`src/rtl/grid_tile_renderer.sv`:
```
// Grid tile renderer: maps VGA counters onto a GRID_N x GRID_N tile grid, issues sprite ROM
// addresses and produces a registered RGB444 pixel with a fixed 3-clock latency.
module grid_tile_renderer #(
  parameter int GRID_N      = 3,
  parameter int TILE_SIZE   = 140,
  parameter int GRID_X0     = 110,
  parameter int GRID_Y0     = 30,
  parameter int BORDER_W    = 2,
  parameter int IMG_SIZE    = 60,
  parameter int ANIM_FRAMES = 6,
  parameter int FRAME_DIV   = 8,
  parameter int BLINK_DIV   = 16,
  parameter int FRAME_LINE  = 480
) (
  input  logic                       clk,
  input  logic                       rst,
  input  logic                       valid,
  input  logic [9:0]                 h_cnt,
  input  logic [9:0]                 v_cnt,
  input  logic [1:0]                 game_state,
  input  logic [GRID_N*GRID_N-1:0]   fire_state,
  input  logic [GRID_N*GRID_N-1:0]   box,
  input  logic [GRID_N*GRID_N-1:0]   warning_state,
  output logic [11:0]                rom_addr,
  output logic [3:0]                 anim_frame,
  input  logic [11:0]                fire_rom_data,
  input  logic [11:0]                ct_rom_data,
  output logic [11:0]                pixel_color
);

  localparam int GRID_W  = GRID_N * TILE_SIZE;
  localparam int IMG_OFF = (TILE_SIZE - IMG_SIZE) / 2;

  typedef enum logic [1:0] {GS_INIT, GS_PLAY, GS_FINISH, GS_RSVD} game_t;
  typedef enum logic [1:0] {RG_OUT, RG_GRID, RG_BORDER, RG_SPRITE} region_t;

  typedef struct packed {
    logic       in_range;
    logic       brd;
    logic       win;
    logic [1:0] tile;
    logic [9:0] img;
  } axis_t;

  // Tile/local position along one axis via a compare chain against tile boundaries.
  function automatic axis_t decode_axis(input logic [9:0] cnt, input logic [9:0] origin);
    axis_t       a;
    logic [10:0] rel;
    logic [9:0]  loc;
    rel = {1'b0, cnt} - {1'b0, origin};
    loc = rel[9:0];
    a   = '0;
    for (int unsigned k = 1; k < GRID_N; k++) begin
      if (rel >= 11'(k * TILE_SIZE)) begin
        a.tile = 2'(k);
        loc    = 10'(rel - 11'(k * TILE_SIZE));
      end
    end
    a.in_range = (cnt >= origin) && (rel < 11'(GRID_W));
    a.brd      = a.in_range && ((loc < 10'(BORDER_W)) || (loc == 10'(TILE_SIZE - 1)) ||
                                (rel >= 11'(GRID_W - BORDER_W)));
    a.win      = a.in_range && (loc >= 10'(IMG_OFF)) && (loc < 10'(IMG_OFF + IMG_SIZE));
    a.img      = loc - 10'(IMG_OFF);
    return a;
  endfunction

  axis_t       ax;
  axis_t       ay;
  region_t     region_c;
  logic [3:0]  idx_c;
  logic [11:0] addr_c;
  logic [15:0] box_ext;
  logic [15:0] fire_ext;
  logic [15:0] warn_ext;

  logic        frame_cond;
  logic        frame_cond_q;
  logic        frame_evt;
  logic [7:0]  div_cnt;
  logic [7:0]  blink_cnt;
  logic        blink_phase;

  logic        s1_valid;
  logic        s1_box;
  logic        s1_fire;
  logic        s1_warn;
  region_t     s1_region;
  game_t       s1_state;

  logic        s2_valid;
  logic        s2_box;
  logic        s2_fire;
  logic        s2_warn;
  region_t     s2_region;
  game_t       s2_state;

  logic [11:0] color_c;

  assign box_ext  = 16'(box);
  assign fire_ext = 16'(fire_state);
  assign warn_ext = 16'(warning_state);

  always_comb begin
    ax       = decode_axis(h_cnt, 10'(GRID_X0));
    ay       = decode_axis(v_cnt, 10'(GRID_Y0));
    idx_c    = 4'({2'b0, ay.tile} * 4'(GRID_N)) + {2'b0, ax.tile};
    region_c = RG_OUT;
    if (ax.in_range && ay.in_range) begin
      if (ax.brd || ay.brd) begin
        region_c = RG_BORDER;
      end else if (ax.win && ay.win) begin
        region_c = RG_SPRITE;
      end else begin
        region_c = RG_GRID;
      end
    end
    addr_c = '0;
    if (region_c == RG_SPRITE) begin
      addr_c = 12'({2'b0, ay.img} * 12'(IMG_SIZE)) + {2'b0, ax.img};
    end
  end

  // Frame event fires once per hold of the frame-line sample, however long h_cnt stays at 0.
  assign frame_cond = (v_cnt == 10'(FRAME_LINE)) && (h_cnt == '0);
  assign frame_evt  = frame_cond && !frame_cond_q;

  always_ff @(posedge clk or posedge rst) begin
    if (rst) begin
      frame_cond_q <= 1'b0;
      div_cnt      <= '0;
      blink_cnt    <= '0;
      anim_frame   <= '0;
      blink_phase  <= 1'b0;
    end else begin
      frame_cond_q <= frame_cond;
      if (frame_evt) begin
        if (div_cnt == 8'(FRAME_DIV - 1)) begin
          div_cnt <= '0;
          if (anim_frame == 4'(ANIM_FRAMES - 1)) begin
            anim_frame <= '0;
          end else begin
            anim_frame <= anim_frame + 4'd1;
          end
        end else begin
          div_cnt <= div_cnt + 8'd1;
        end
        if (blink_cnt == 8'(BLINK_DIV - 1)) begin
          blink_cnt   <= '0;
          blink_phase <= ~blink_phase;
        end else begin
          blink_cnt <= blink_cnt + 8'd1;
        end
      end
    end
  end

  always_ff @(posedge clk or posedge rst) begin
    if (rst) begin
      rom_addr  <= '0;
      s1_valid  <= 1'b0;
      s1_box    <= 1'b0;
      s1_fire   <= 1'b0;
      s1_warn   <= 1'b0;
      s1_region <= RG_OUT;
      s1_state  <= GS_INIT;
      s2_valid  <= 1'b0;
      s2_box    <= 1'b0;
      s2_fire   <= 1'b0;
      s2_warn   <= 1'b0;
      s2_region <= RG_OUT;
      s2_state  <= GS_INIT;
    end else begin
      rom_addr  <= addr_c;
      s1_valid  <= valid;
      s1_box    <= box_ext[idx_c];
      s1_fire   <= fire_ext[idx_c];
      s1_warn   <= warn_ext[idx_c] && blink_phase;
      s1_region <= region_c;
      s1_state  <= game_t'(game_state);
      s2_valid  <= s1_valid;
      s2_box    <= s1_box;
      s2_fire   <= s1_fire;
      s2_warn   <= s1_warn;
      s2_region <= s1_region;
      s2_state  <= s1_state;
    end
  end

  always_comb begin
    color_c = 12'h000;
    if (s2_valid) begin
      unique case (s2_state)
        GS_INIT: begin
          if (s2_region == RG_BORDER)   color_c = 12'hFFF;
          else if (s2_region == RG_OUT) color_c = 12'h222;
          else                          color_c = 12'h000;
        end
        GS_PLAY: begin
          unique case (s2_region)
            RG_BORDER: color_c = s2_warn ? 12'hFF0 : 12'hFFF;
            RG_SPRITE: begin
              if (s2_box)       color_c = ct_rom_data;
              else if (s2_fire) color_c = fire_rom_data;
              else              color_c = 12'h000;
            end
            RG_GRID:   color_c = 12'h000;
            RG_OUT:    color_c = 12'h222;
          endcase
        end
        GS_FINISH: begin
          if (s2_region == RG_BORDER)   color_c = 12'h444;
          else if (s2_region == RG_OUT) color_c = 12'h222;
          else                          color_c = 12'h111;
        end
        GS_RSVD: color_c = 12'h222;
      endcase
    end
  end

  always_ff @(posedge clk or posedge rst) begin
    if (rst) begin
      pixel_color <= 12'h000;
    end else begin
      pixel_color <= color_c;
    end
  end

endmodule

```
`config.mk`:
```
export PLATFORM = sky130hd
export DESIGN_NAME = grid_tile_renderer
export DESIGN_NICKNAME = d
export VERILOG_FILES = /design/src/rtl/grid_tile_renderer.sv
export SDC_FILE = /design/constraint.sdc
export NUM_CORES = 1
export LEC_CHECK = 0
export ABC_CLOCK_PERIOD_IN_PS = 3400
export BUFFER_PORTS_ARGS = -buffer_cell sky130_fd_sc_hd__buf_2
export CELL_PAD_IN_SITES_DETAIL_PLACEMENT = 1
export CELL_PAD_IN_SITES_GLOBAL_PLACEMENT = 2
export CORE_ASPECT_RATIO = 1.75
export CORE_MARGIN = 1
export CORE_UTILIZATION = 38
export CTS_BUF_LIST = sky130_fd_sc_hd__clkbuf_4 sky130_fd_sc_hd__clkbuf_8 sky130_fd_sc_hd__clkbuf_16
export CTS_CLUSTER_SIZE = 20
export DETAILED_ROUTE_END_ITERATION = 8
export PLACE_DENSITY = 0.86
export SLEW_MARGIN = 0
export SYNTH_ARGS = -nofsm -noshare
export SYNTH_HDL_FRONTEND = slang
export SYNTH_SLANG_ARGS = --single-unit
```
`constraint.sdc`:
```
create_clock -name clk -period 3.4 [get_ports clk]
set_input_delay 0.34 -clock clk [delete_from_list [all_inputs] [get_ports clk]]
set_output_delay 0.34 -clock clk [all_outputs]
set_load 0.02 [all_outputs]
```
==> flow_summary.json <==
{
  "status": "complete, but fails checks",
  "violations": "design-rule violations, negative setup slack",
  "fin_ws_ps": -2050,
  "overflow": 0,
  "hold_class": "in -> async",
  "die_w_um": 98.1,
  "final_cells": 1243,
  "slowest_stage": "fa_1",
  "min_period_ps": 5450,
  "drt_first_pass_iters": 7,
  "critPathRequiredTime_ps": 3640,
  "ys.flop_type": "dfrtp_1",
  "post_dp_cell_area_mm2": 0.00879,
  "rrSetupSlack_ps": 1210,
  "area_growth_pct": 70.0,
  "syn_area_mm2": 0.00614,
  "core_area_mm2": 0.0159,
  "pre_cts_slack_ps": -2110,
  "remaining_drc_errors": 11,
  "cp-end-kind": "register",
  "ys_async_sr_fraction_pct": 100,
  "critPathTopFamily": "adder cells",
  "fillers": 1740,
  "grt_pass1_vias": 8324,
  "leakage_nw": 4.88,
  "maxCapViolCount": 0,
  "synth-seq-area-share_pct": 25.3,
  "multi_input_area_mm2": 0.00531,
  "syn_avg_cell_area_um2": 8.94,
  "die_h_um": 170,
  "syn_nets": 814,
  "final_cell_area_mm2": 0.0104,
  "setup-violations-final": 17,
  "rr_startpoint": "frame_cond_q",
  "cts_tree": "done",
  "tightest_slew_ps": 845,
  "grt_busiest_layer": "met2",
  "totalWireLength_um": 31900,
  "grt_pass1_wl_um": 44300,
  "dieArea_mm2": 0.0167,
  "rr_worst_depth": 7,
  "clkLatencyLatePin_ps": 330,
  "vias": 7512,
  "cpPeakStageDelay_ps": 560,
  "rsz0062_at_grt": "yes",
  "cts_buffers": 9,
  "syn-instance-count": 687,
  "rows": 61,
  "regArea_mm2": 0.00155,
  "utilization_pct": 65.7,
  "clk_pin_slew_worst_paths_ps": 60,
  "max_slew_margin_pct": 43.1,
  "ant_nets": 0,
  "cp_max_fo": 6,
  "timing.fmax_ghz": 0.183,
  "start_util_pct": 38.7,
  "synth_warnings": 0,
  "fin_nets": 1176,
  "clock_sinks": 62,
  "grt_max_degree": 40,
  "drt-wirelength-per-cell_um": 25.7,
  "ctsHtreeMaxLevel": 3,
  "drt_iter0_drc": 326,
  "ys_ff_latch": 62,
  "worstSetupPathType": "in -> reg",
  "drive_gt1_share_pct": 55.0,
  "ioPinCount": 104,
  "powerDensity_mw_per_mm2": 1010,
  "gp_congestion": 0.955,
  "antenna_found_initial": 0,
  "use_met1_pct": 29.5,
  "synth_edf_count": 0,
  "hold_violations": 0,
  "final.setup.tns_ps": -15240,
  "grtUsageMet2_pct": 69.3,
  "peakVddDrop_mv": 1.04,
  "fin_crit_sh_pct": 160,
  "ys_types": 92,
  "skew_ps": 11.4,
  "worstSetupStartpointType": "input pin",
  "cp.arrival_ps": 5690,
  "portBuffers": 103,
  "critPathBufInv": 5,
  "timing.rr.end": "anim_frame[2]",
  "report.final.slew_viol_count": 0,
  "grtUsageTotal_pct": 34.8,
  "clockBufferDepth": 2,
  "vias_per_cell": 6.04,
  "grt.met3_usage_pct": 4.19,
  "root_buffer": "clkbuf_16",
  "dp_hpwl_um": 18500,
  "diodes": 0,
  "place_inst": 1175
}
-- registers in the layout, summed over array words and instances (netlist names), 2 cells and up --
register     count
pixel_color     12
rom_addr        12
blink_cnt        8
div_cnt          8
anim_frame       4
s1_region        2
s1_state         2
s2_region        2
s2_state         2
-- metal layers --
layer  share of wire, %  vias to the layer above  wire length (um)
met3                3.9                      203              1260
met4                 10                        0              3280
met5                  0                        -                 0
met1                 31                     3730              9960
li1                   -                     3214                 -
met2                 55                      365             17400
-- power breakdown --
part	switching, mW	total [mW]	internal, mW	leakage (nW)
Clock	0.332	0.927	0.595	0.145
Combinational	4.32	8.85	4.53	3.90
Sequential	0.0335	0.799	0.766	0.834
-- synthesized netlist by cell type, types with 8 or more instances --
cell type	n	share of area, %
nor2b_1	12	1.2
ha_1	41	8.4
nand4_1	15	1.5
nand3_1	23	1.9
o211ai_1	9	1.1
clkbuf_1	13	0.79
xor2_1	14	2.0
buf_2	9	0.73
a21o_1	11	1.3
nor4_1	11	1.1
o21ai_0	28	2.3
nor3_1	16	1.3
inv_1	49	3.0
dfrtp_1	62	25
nor2_4	8	1.5
a22oi_1	10	1.2
fa_1	10	3.3
nor2_1	36	2.2
nand2_1	55	3.4
xnor2_1	48	6.8
a21oi_1	36	2.9
-- what timing repair did --
action                     4_1_cts  5_1_grt
resized for setup              114       53
cloned                           0        0
hold endpoints to repair         0        0
setup endpoints to repair       17       17
pin swaps                       63       27
hold buffers                     0        0
setup buffers                   36       21
-- how the worst max path moves through the flow --
| stage | start | end | cells past startpoint |
|---|---|---|---|
| after floorplan | v_cnt[6] | rom_addr[11] | 19 |
| after global placement | v_cnt[2] | rom_addr[11] | 27 |
| after detailed placement | v_cnt[2] | rom_addr[11] | 27 |
| after CTS | v_cnt[2] | rom_addr[11] | 25 |
| after global routing | v_cnt[2] | rom_addr[11] | 25 |
| final | v_cnt[2] | rom_addr[11] | 27 |
-- cell usage in the layout, fill, tap and decap left out, drive strengths merged, types with 9 or more instances in the layout --
cell type	instances
nor4	12
fa	10
a21o	11
nor2b	12
ha	41
nand4	15
inv	53
buf	383
nor2	51
a21oi	39
nor3	18
nand2	55
dfrtp	62
a211oi	12
nand3	24
o21ai	32
o211ai	9
xor2	15
a22oi	10
clkbuf	11
xnor2	50
-- through the flow --
step	hold slack [ps]	power (mW)
after floorplan	331	4.43
after global placement	333	6.30
after detailed placement	336	6.60
after CTS	40.6	9.27
after global routing	77.9	11.0
final	36.2	10.6
-- cell families (layout without fill, tap and decap cells) --
| group | Yosys count | after routing | share of synthesized area [%] |
|---|---|---|---|
| compound gates | 173 | 173 | 21.2 |
| xor+xnor | 65 | 65 | 9.82 |
| fa+ha+maj | 52 | 52 | 11.8 |
| simple gates | 231 | 231 | 21.1 |
| flops | 62 | 62 | 25.3 |
| buf+inv | 85 | 452 | 6.24 |
| mux | 19 | 19 | 4.63 |
-- final cells by class --
type	count	share of cell area [%]
Sequential cell	62	14.9
Tap cell	189	2.27
Clock buffer	11	2.36
Inverter	53	1.95
Clock inverter	5	0.564
Multi-Input combinational cell	540	50.9
Timing Repair Buffer	383	27.1
Power figures use the tool's default switching activity.
